--- src/rtl/ram_port_arbiter.sv ---
// ram_port_arbiter: two-port front end for a single-port RAM.
// Ports A and B issue read/write requests; one access is in flight at a time.
// Ties are resolved round-robin unless ARB_FIXED_PRIO_EN is defined, in which
// case port A always wins a tie. Reads complete two cycles after the grant.
module ram_port_arbiter #(
  parameter int DATA_WIDTH = 8,
  parameter int ADDR_WIDTH = 6
) (
  input  logic                  clk,
  input  logic                  rst_n,
  input  logic                  req_a,
  input  logic                  req_b,
  input  logic                  we_a,
  input  logic                  we_b,
  input  logic [ADDR_WIDTH-1:0] addr_a,
  input  logic [ADDR_WIDTH-1:0] addr_b,
  input  logic [DATA_WIDTH-1:0] wdata_a,
  input  logic [DATA_WIDTH-1:0] wdata_b,
  output logic                  gnt_a,
  output logic                  gnt_b,
  output logic                  rvalid_a,
  output logic                  rvalid_b,
  output logic [DATA_WIDTH-1:0] rdata_a,
  output logic [DATA_WIDTH-1:0] rdata_b,
  output logic [ADDR_WIDTH-1:0] ram_addr,
  output logic [DATA_WIDTH-1:0] ram_data,
  output logic                  ram_we,
  input  logic [DATA_WIDTH-1:0] ram_q,
  output logic                  busy
);

  typedef enum logic [1:0] {
    S_IDLE  = 2'd0,
    S_ISSUE = 2'd1,
    S_WAIT  = 2'd2
  } state_t;

  state_t                r_state;
  state_t                w_next_state;
  logic                  w_grant_a;
  logic                  w_grant_b;
  logic                  r_port_b;      // port owning the access in flight
  logic                  r_gnt_a;
  logic                  r_gnt_b;
  logic                  r_rvalid_a;
  logic                  r_rvalid_b;
  logic [DATA_WIDTH-1:0] r_rdata_a;
  logic [DATA_WIDTH-1:0] r_rdata_b;
  logic [ADDR_WIDTH-1:0] r_ram_addr;
  logic [DATA_WIDTH-1:0] r_ram_data;
  logic                  r_ram_we;
  logic                  r_busy;
`ifndef ARB_FIXED_PRIO_EN
  logic                  r_last_grant_b; // 1 = B was granted most recently
`endif

  // Next-state and winner selection; requests are only looked at in IDLE
  always_comb begin
    w_next_state = r_state;
    w_grant_a    = 1'b0;
    w_grant_b    = 1'b0;
    case (r_state)
      S_IDLE: begin
        if (req_a && req_b) begin
`ifdef ARB_FIXED_PRIO_EN
          w_grant_a = 1'b1;
`else
          if (r_last_grant_b) begin
            w_grant_a = 1'b1;
          end else begin
            w_grant_b = 1'b1;
          end
`endif
          w_next_state = S_ISSUE;
        end else if (req_a) begin
          w_grant_a    = 1'b1;
          w_next_state = S_ISSUE;
        end else if (req_b) begin
          w_grant_b    = 1'b1;
          w_next_state = S_ISSUE;
        end else begin
          w_next_state = S_IDLE;
        end
      end
      S_ISSUE: begin
        // a write is done once ram_we has been presented for one cycle
        if (r_ram_we) begin
          w_next_state = S_IDLE;
        end else begin
          w_next_state = S_WAIT;
        end
      end
      S_WAIT: begin
        w_next_state = S_IDLE;
      end
      default: begin
        w_next_state = S_IDLE;
      end
    endcase
  end

  // State register
  always_ff @(posedge clk) begin
    if (!rst_n) begin
      r_state <= S_IDLE;
    end else begin
      r_state <= w_next_state;
    end
  end

`ifndef ARB_FIXED_PRIO_EN
  // Round-robin memory: remembers which port received the latest grant
  always_ff @(posedge clk) begin
    if (!rst_n) begin
      r_last_grant_b <= 1'b1;
    end else if (w_grant_a || w_grant_b) begin
      r_last_grant_b <= w_grant_b;
    end
  end
`endif

  // Registered grants, RAM command, busy and read-return path
  always_ff @(posedge clk) begin
    if (!rst_n) begin
      r_port_b   <= 1'b0;
      r_gnt_a    <= 1'b0;
      r_gnt_b    <= 1'b0;
      r_rvalid_a <= 1'b0;
      r_rvalid_b <= 1'b0;
      r_rdata_a  <= '0;
      r_rdata_b  <= '0;
      r_ram_addr <= '0;
      r_ram_data <= '0;
      r_ram_we   <= 1'b0;
      r_busy     <= 1'b0;
    end else begin
      r_gnt_a    <= w_grant_a;
      r_gnt_b    <= w_grant_b;
      r_busy     <= (w_next_state != S_IDLE);
      r_rvalid_a <= 1'b0;
      r_rvalid_b <= 1'b0;
      if (w_grant_a) begin
        r_port_b   <= 1'b0;
        r_ram_we   <= we_a;
        r_ram_addr <= addr_a;
        r_ram_data <= wdata_a;
      end else if (w_grant_b) begin
        r_port_b   <= 1'b1;
        r_ram_we   <= we_b;
        r_ram_addr <= addr_b;
        r_ram_data <= wdata_b;
      end else begin
        // address and data hold; the write strobe lives for ISSUE only
        r_ram_we <= 1'b0;
      end
      // ram_q is valid during WAIT; hand it to the port that issued the read
      if (r_state == S_WAIT) begin
        if (r_port_b) begin
          r_rdata_b  <= ram_q;
          r_rvalid_b <= 1'b1;
        end else begin
          r_rdata_a  <= ram_q;
          r_rvalid_a <= 1'b1;
        end
      end
    end
  end

  assign gnt_a    = r_gnt_a;
  assign gnt_b    = r_gnt_b;
  assign rvalid_a = r_rvalid_a;
  assign rvalid_b = r_rvalid_b;
  assign rdata_a  = r_rdata_a;
  assign rdata_b  = r_rdata_b;
  assign ram_addr = r_ram_addr;
  assign ram_data = r_ram_data;
  assign ram_we   = r_ram_we;
  assign busy     = r_busy;

endmodule

--- config.mk ---
export PLATFORM = sky130hd
export DESIGN_NAME = ram_port_arbiter
export DESIGN_NICKNAME = d
export VERILOG_FILES = /design/src/rtl/ram_port_arbiter.sv
export SDC_FILE = /design/constraint.sdc
export NUM_CORES = 1
export LEC_CHECK = 0
export BUFFER_PORTS_ARGS = -buffer_cell sky130_fd_sc_hd__clkbuf_2
export CORE_ASPECT_RATIO = 1.2
export CORE_MARGIN = 2
export CORE_UTILIZATION = 51
export DETAILED_ROUTE_END_ITERATION = 8
export PLACE_DENSITY = 0.85
export SETUP_SLACK_MARGIN = 0.15
export SYNTH_ARGS = -nofsm -noshare
export SYNTH_HDL_FRONTEND = slang
export SYNTH_SLANG_ARGS = --single-unit
--- constraint.sdc ---
create_clock -name clk -period 1.9 [get_ports clk]
set_input_delay 0.19 -clock clk [delete_from_list [all_inputs] [get_ports clk]]
set_output_delay 0.19 -clock clk [all_outputs]
set_load 0.005 [all_outputs]
; Yosys cells after proc, flatten, opt, wreduce, memory -nomap -nowiden
; Index checks and enable logic that the tools add are counted.
[classes]
n_eq_ne = 2
muxes = 22
bitwise = 2
reduce_logical = 9
[op_table]
columns = cell, count
row1 = $mux 1, 16
row2 = $mux 8, 2
row3 = $mux 6, 2
row4 = $reduce_and 2->1, 3
row5 = $pmux 2 s2, 1
row6 = $reduce_bool 2->1, 2
row7 = $eq 2x1->1 const B, 1
row8 = $eq 2x2->1 const B, 1
row9 = $logic_not 2->1, 1
row10 = $mux 2, 1
row11 = $not 1->1, 2
row12 = $reduce_or 2->1, 1
row13 = $logic_and 1x1->1, 1
row14 = $logic_or 1x1->1, 1
[totals]
register_bits = 40
inputBits = 42
out_inout_bits = 36
wordCells = 48

; Longest topological paths before layout
[logic_depth]
depth_word = 6
ltp_mapped = 5
ltp_nobuf = 3

; Worst setup path before layout
; OpenSTA, ideal clock, no wires.
[synth_timing]
path_type = flip-flop to flip-flop
from = register r_state[1]
to = register r_ram_addr[0], in the netlist ram_addr[0]
setup_ns = 0.126
t_arrival_ns = 1.060
required_time_ns = 1.774
setup_slack_ns = 0.715
stages_incl_launch_ff = 6
n_path_buf = 2
period_less_slack_ns = 1.185
cell_sequence = dfxtp_1 > nor2_2 > and3_1 > buf_6 > buf_6 > o221ai_2
[synth_via]
elab_chain_len = 3
word_cells_on_any_way = 5
classes_between = 3 x mux / 2 x reduce/logical
[synth_lines]
columns = item, line
row1 = start: declaration, 38  ; state_t r_state;
row2 = start signal: assignment, 107  ; r_state <= w_next_state;
row3 = $logic_not 2->1 *, 62  ; case (r_state)
row4 = $mux 1, 62
row5 = $mux 6 / $reduce_bool 2->1 (equally long branches), n/a
row6 = end signal: assignment, 145  ; r_ram_addr <= addr_a;
row7 = end signal: assignment, 150  ; r_ram_addr <= addr_b;
row8 = end: declaration, 49  ; logic [ADDR_WIDTH-1:0] r_ram_addr;
; Mark *: on every way between the ends. The rest lies on a longest branch, timed or not.
; A chain may end at the register's enable or synchronous reset.

; Final worst setup path
[layout_timing]
from = register r_state[1]
to = register r_ram_data[4], in the netlist ram_data[4]
[layout_via]
elab_chain_len = 3
word_cells_on_any_way = 5
classes_between = 3 x mux / 2 x reduce/logical
[layout_lines]
columns = item, line
row1 = $logic_not 2->1 *, 62
row2 = $mux 1, 62
row3 = $mux 8 / $reduce_bool 2->1 (equally long branches), n/a
row4 = end signal: assignment, 146  ; r_ram_data <= wdata_a;
row5 = end signal: assignment, 151  ; r_ram_data <= wdata_b;
row6 = end: declaration, 50  ; logic [DATA_WIDTH-1:0] r_ram_data;
; Marked as above.

==> impl_metrics.py <==
metrics = {
    "yosys": {
        "syn_nets": 225,
        "ys_seq_area_frac": 0.4387,
        "synthTopCellsByArea": "dfxtp_1 (44%), mux2i_1 (8.8%), o221ai_2 (7.4%)",
        "synth_area_per_cell_um2": 9.975,
        "ys.flop_type": "dfxtp_1",
        "synthDistinctLibCells": 31,
        "synth_edf_count": 0,
        "ys_warn_count": 0,
        "synth.top_cell.area_share": 0.4387,
        "synth_area_um2": 1826,
        "synth_commonest_cells": "dfxtp_1 (40), nor2_1 (17), and2_1 (16), mux2i_1 (16)",
        "synthCells": 183,
        "async_flop_share": 0,
        "yosysTopAreaCell": "dfxtp_1",
        "yosysMostFrequentCell": "dfxtp_1",
        "synth_seq_cells": 40,
    },
    "setup_path": {
        "crit_type": "reg2reg",
        "crit_arrival_ns": 1.61,
        "worstPathMaxFanout": 14,
        "start_kind": "register",
        "cp.required_ns": 2.03,
        "end_kind": "register",
        "reg2regPathDepth": 2,
    },
    "layout": {
        "syn_to_final_growth_pct": 27.28,
        "drive_above_1_share": 0.4147,
        "finalNetCount": 299,
        "n_fill_cell": 289,
        "diodes": 0,
    },
    "clocking": {
        "cts_buffer_depth": 2,
        "tritoncts": "built",
        "hold_buffers": 0,
        "clock_sinks": 40,
        "cts_setup_buffers": 0,
        "path_clk_slew_ns": 0.07,
        "cts_root_buf": "clkbuf_8",
        "h-tree-depth": 2,
        "post_cts_resized": 0,
        "cts_buffers": 5,
        "insertion_delay_ns": 0.28,
    },
    "die": {
        "coreArea_um2": 3396,
        "rows": 23,
        "design.die.area_um2": 4076,
        "start_util": 0.5376,
        "io_pins": 78,
        "die_h_um": 69.54,
        "die_w_um": 58.62,
    },
    "drt": {
        "ant_nets": 0,
        "dr.pass1.iters": 6,
        "vias": 1584,
        "viasPerCell": 5.369,
        "wl_per_cell_um": 13.62,
        "dr.first_iter.drc_count": 42,
        "totalWireLength_um": 4017,
        "drcViolationCount": 5,
    },
    "sta": {
        "clock.fmax_mhz": 678.3,
        "setup_ws_ns": 0.4258,
        "final_max_slew_viol_count": 0,
        "worst_pin_slew_ns": 0.7982,
        "slew-limit-headroom": 0.4679,
        "setup_viol_count_final": 0,
        "fin_skew_ns": 0.003668,
        "finalHoldViolCount": 0,
        "layout_min_cycle_time_ns": 1.474,
        "final.setup.tns_ns": 0,
        "min_period_over_period": 0.7759,
        "rsz0062_at_grt": "false",
    },
    "global_routing": {
        "grt_first_pass_wirelength_um": 6727,
        "grt_use_total": 0.2109,
        "grt_overflow": 0,
        "antenna_found_initial": 0,
        "grt_max_degree": 35,
        "grt_pass1_vias": 1540,
    },
    "power": {
        "p_per_area_nw_per_um2": 831.7,
        "ir_drop_mv": 0.4860,
        "leakage_nw": 1.074,
    },
    "placement": {
        "place_hpwl_um": 2914,
        "place_congestion": 0.8118,
        "dp_slack_ns": 0.4088,
        "portBuffers": 77,
    },
    "run": {
        "cap_violations": 0,
    },
    "min_path": {
        "hold_depth": 3,
        "hold_path.class": "in2reg",
    },
    "outcome": {
        "failed_checks": "design-rule violations",
        "status": "complete, but fails checks",
    },
}
==> sequential cells by signal, indices dropped and copies added (netlist names) <==
register and count:
gnt_b 1, r_state 2, r_port_b 1, rdata_a 8
ram_addr 6, busy 1, ram_data 8, gnt_a 1
r_last_grant_b 1, rvalid_b 1, rvalid_a 1, ram_we 1
rdata_b 8
==> cell families after synthesis <==
| group | share of synthesized area |
|---|---|
| DFF | 0.4387 |
| muxes | 0.08773 |
| and+or+nand+nor | 0.2618 |
| AOI/OAI and AO/OA | 0.1268 |
| buffers and inverters | 0.08498 |
==> layout by cell type, fill, tap and decap left out, drive strengths merged, types with 7 or more instances in the layout <==
cell	count
and2	16
clkbuf	83
inv	15
buf	7
mux2i	16
dfxtp	40
o221ai	14
nor2	19
nand4b	14
nand4	14
==> final timing paths <==
path              slack (ns)        from          end
hold reg to reg         0.45      ram_we   r_state[1]
setup / recovery        0.43  r_state[1]  ram_data[4]
hold / removal          0.16    ram_q[0]   rdata_a[0]
setup reg to reg        0.43  r_state[1]  ram_data[4]
==> layout make-up <==
class | count | area, um2 | area share
Clock buffer | 6 | 72.57 | 0.03123
Timing Repair Buffer | 84 | 437.9 | 0.1885
Sequential cell | 40 | 800.8 | 0.3446
Clock inverter | 2 | 35.03 | 0.01508
Inverter | 15 | 56.30 | 0.02423
Tap cell | 37 | 46.29 | 0.01992
Multi-Input combinational cell | 111 | 874.6 | 0.3764
==> power breakdown <==
part	switching [mW]	leakage [nW]	internal (mW)
registers	0.0354	0.328	0.899
clock network	0.268	0.0552	0.389
logic	0.178	0.691	0.162
==> worst max-delay path: stages (launching register included) <==
cell	delay (ns)
dfxtp_1	0.38
o31ai_4	0.74
o221ai_1	0.21
==> layer usage <==
layer  wire [um]  track usage  share of wire
met3         212      0.05784          0.053
met2        2095       0.3670           0.52
met1        1619       0.2371           0.40
met4          90      0.08333          0.022
met5           0            0              0
==> stage by stage <==
| step | power (mW) | hold WS [ns] | std cells | cell area, um2 | util |
|---|---|---|---|---|---|
| 4_1_cts | 1.946 | 0.1563 | 295 | 2323 | 0.6842 |
| 5_1_grt | 2.016 | 0.1703 | 295 | 2323 | 0.6842 |
| 6_report | 1.932 | 0.1597 | 295 | 2323 | 0.6842 |
| 2_1_floorplan | 1.167 | 0.3244 | 183 | 1826 | - |
| 3_3_place_gp | 1.284 | 0.4386 | 287 | 2216 | 0.6525 |
| 3_5_place_dp | 1.295 | 0.4434 | 287 | 2216 | 0.6525 |
Note: power is estimated with default switching activity, not from simulation.
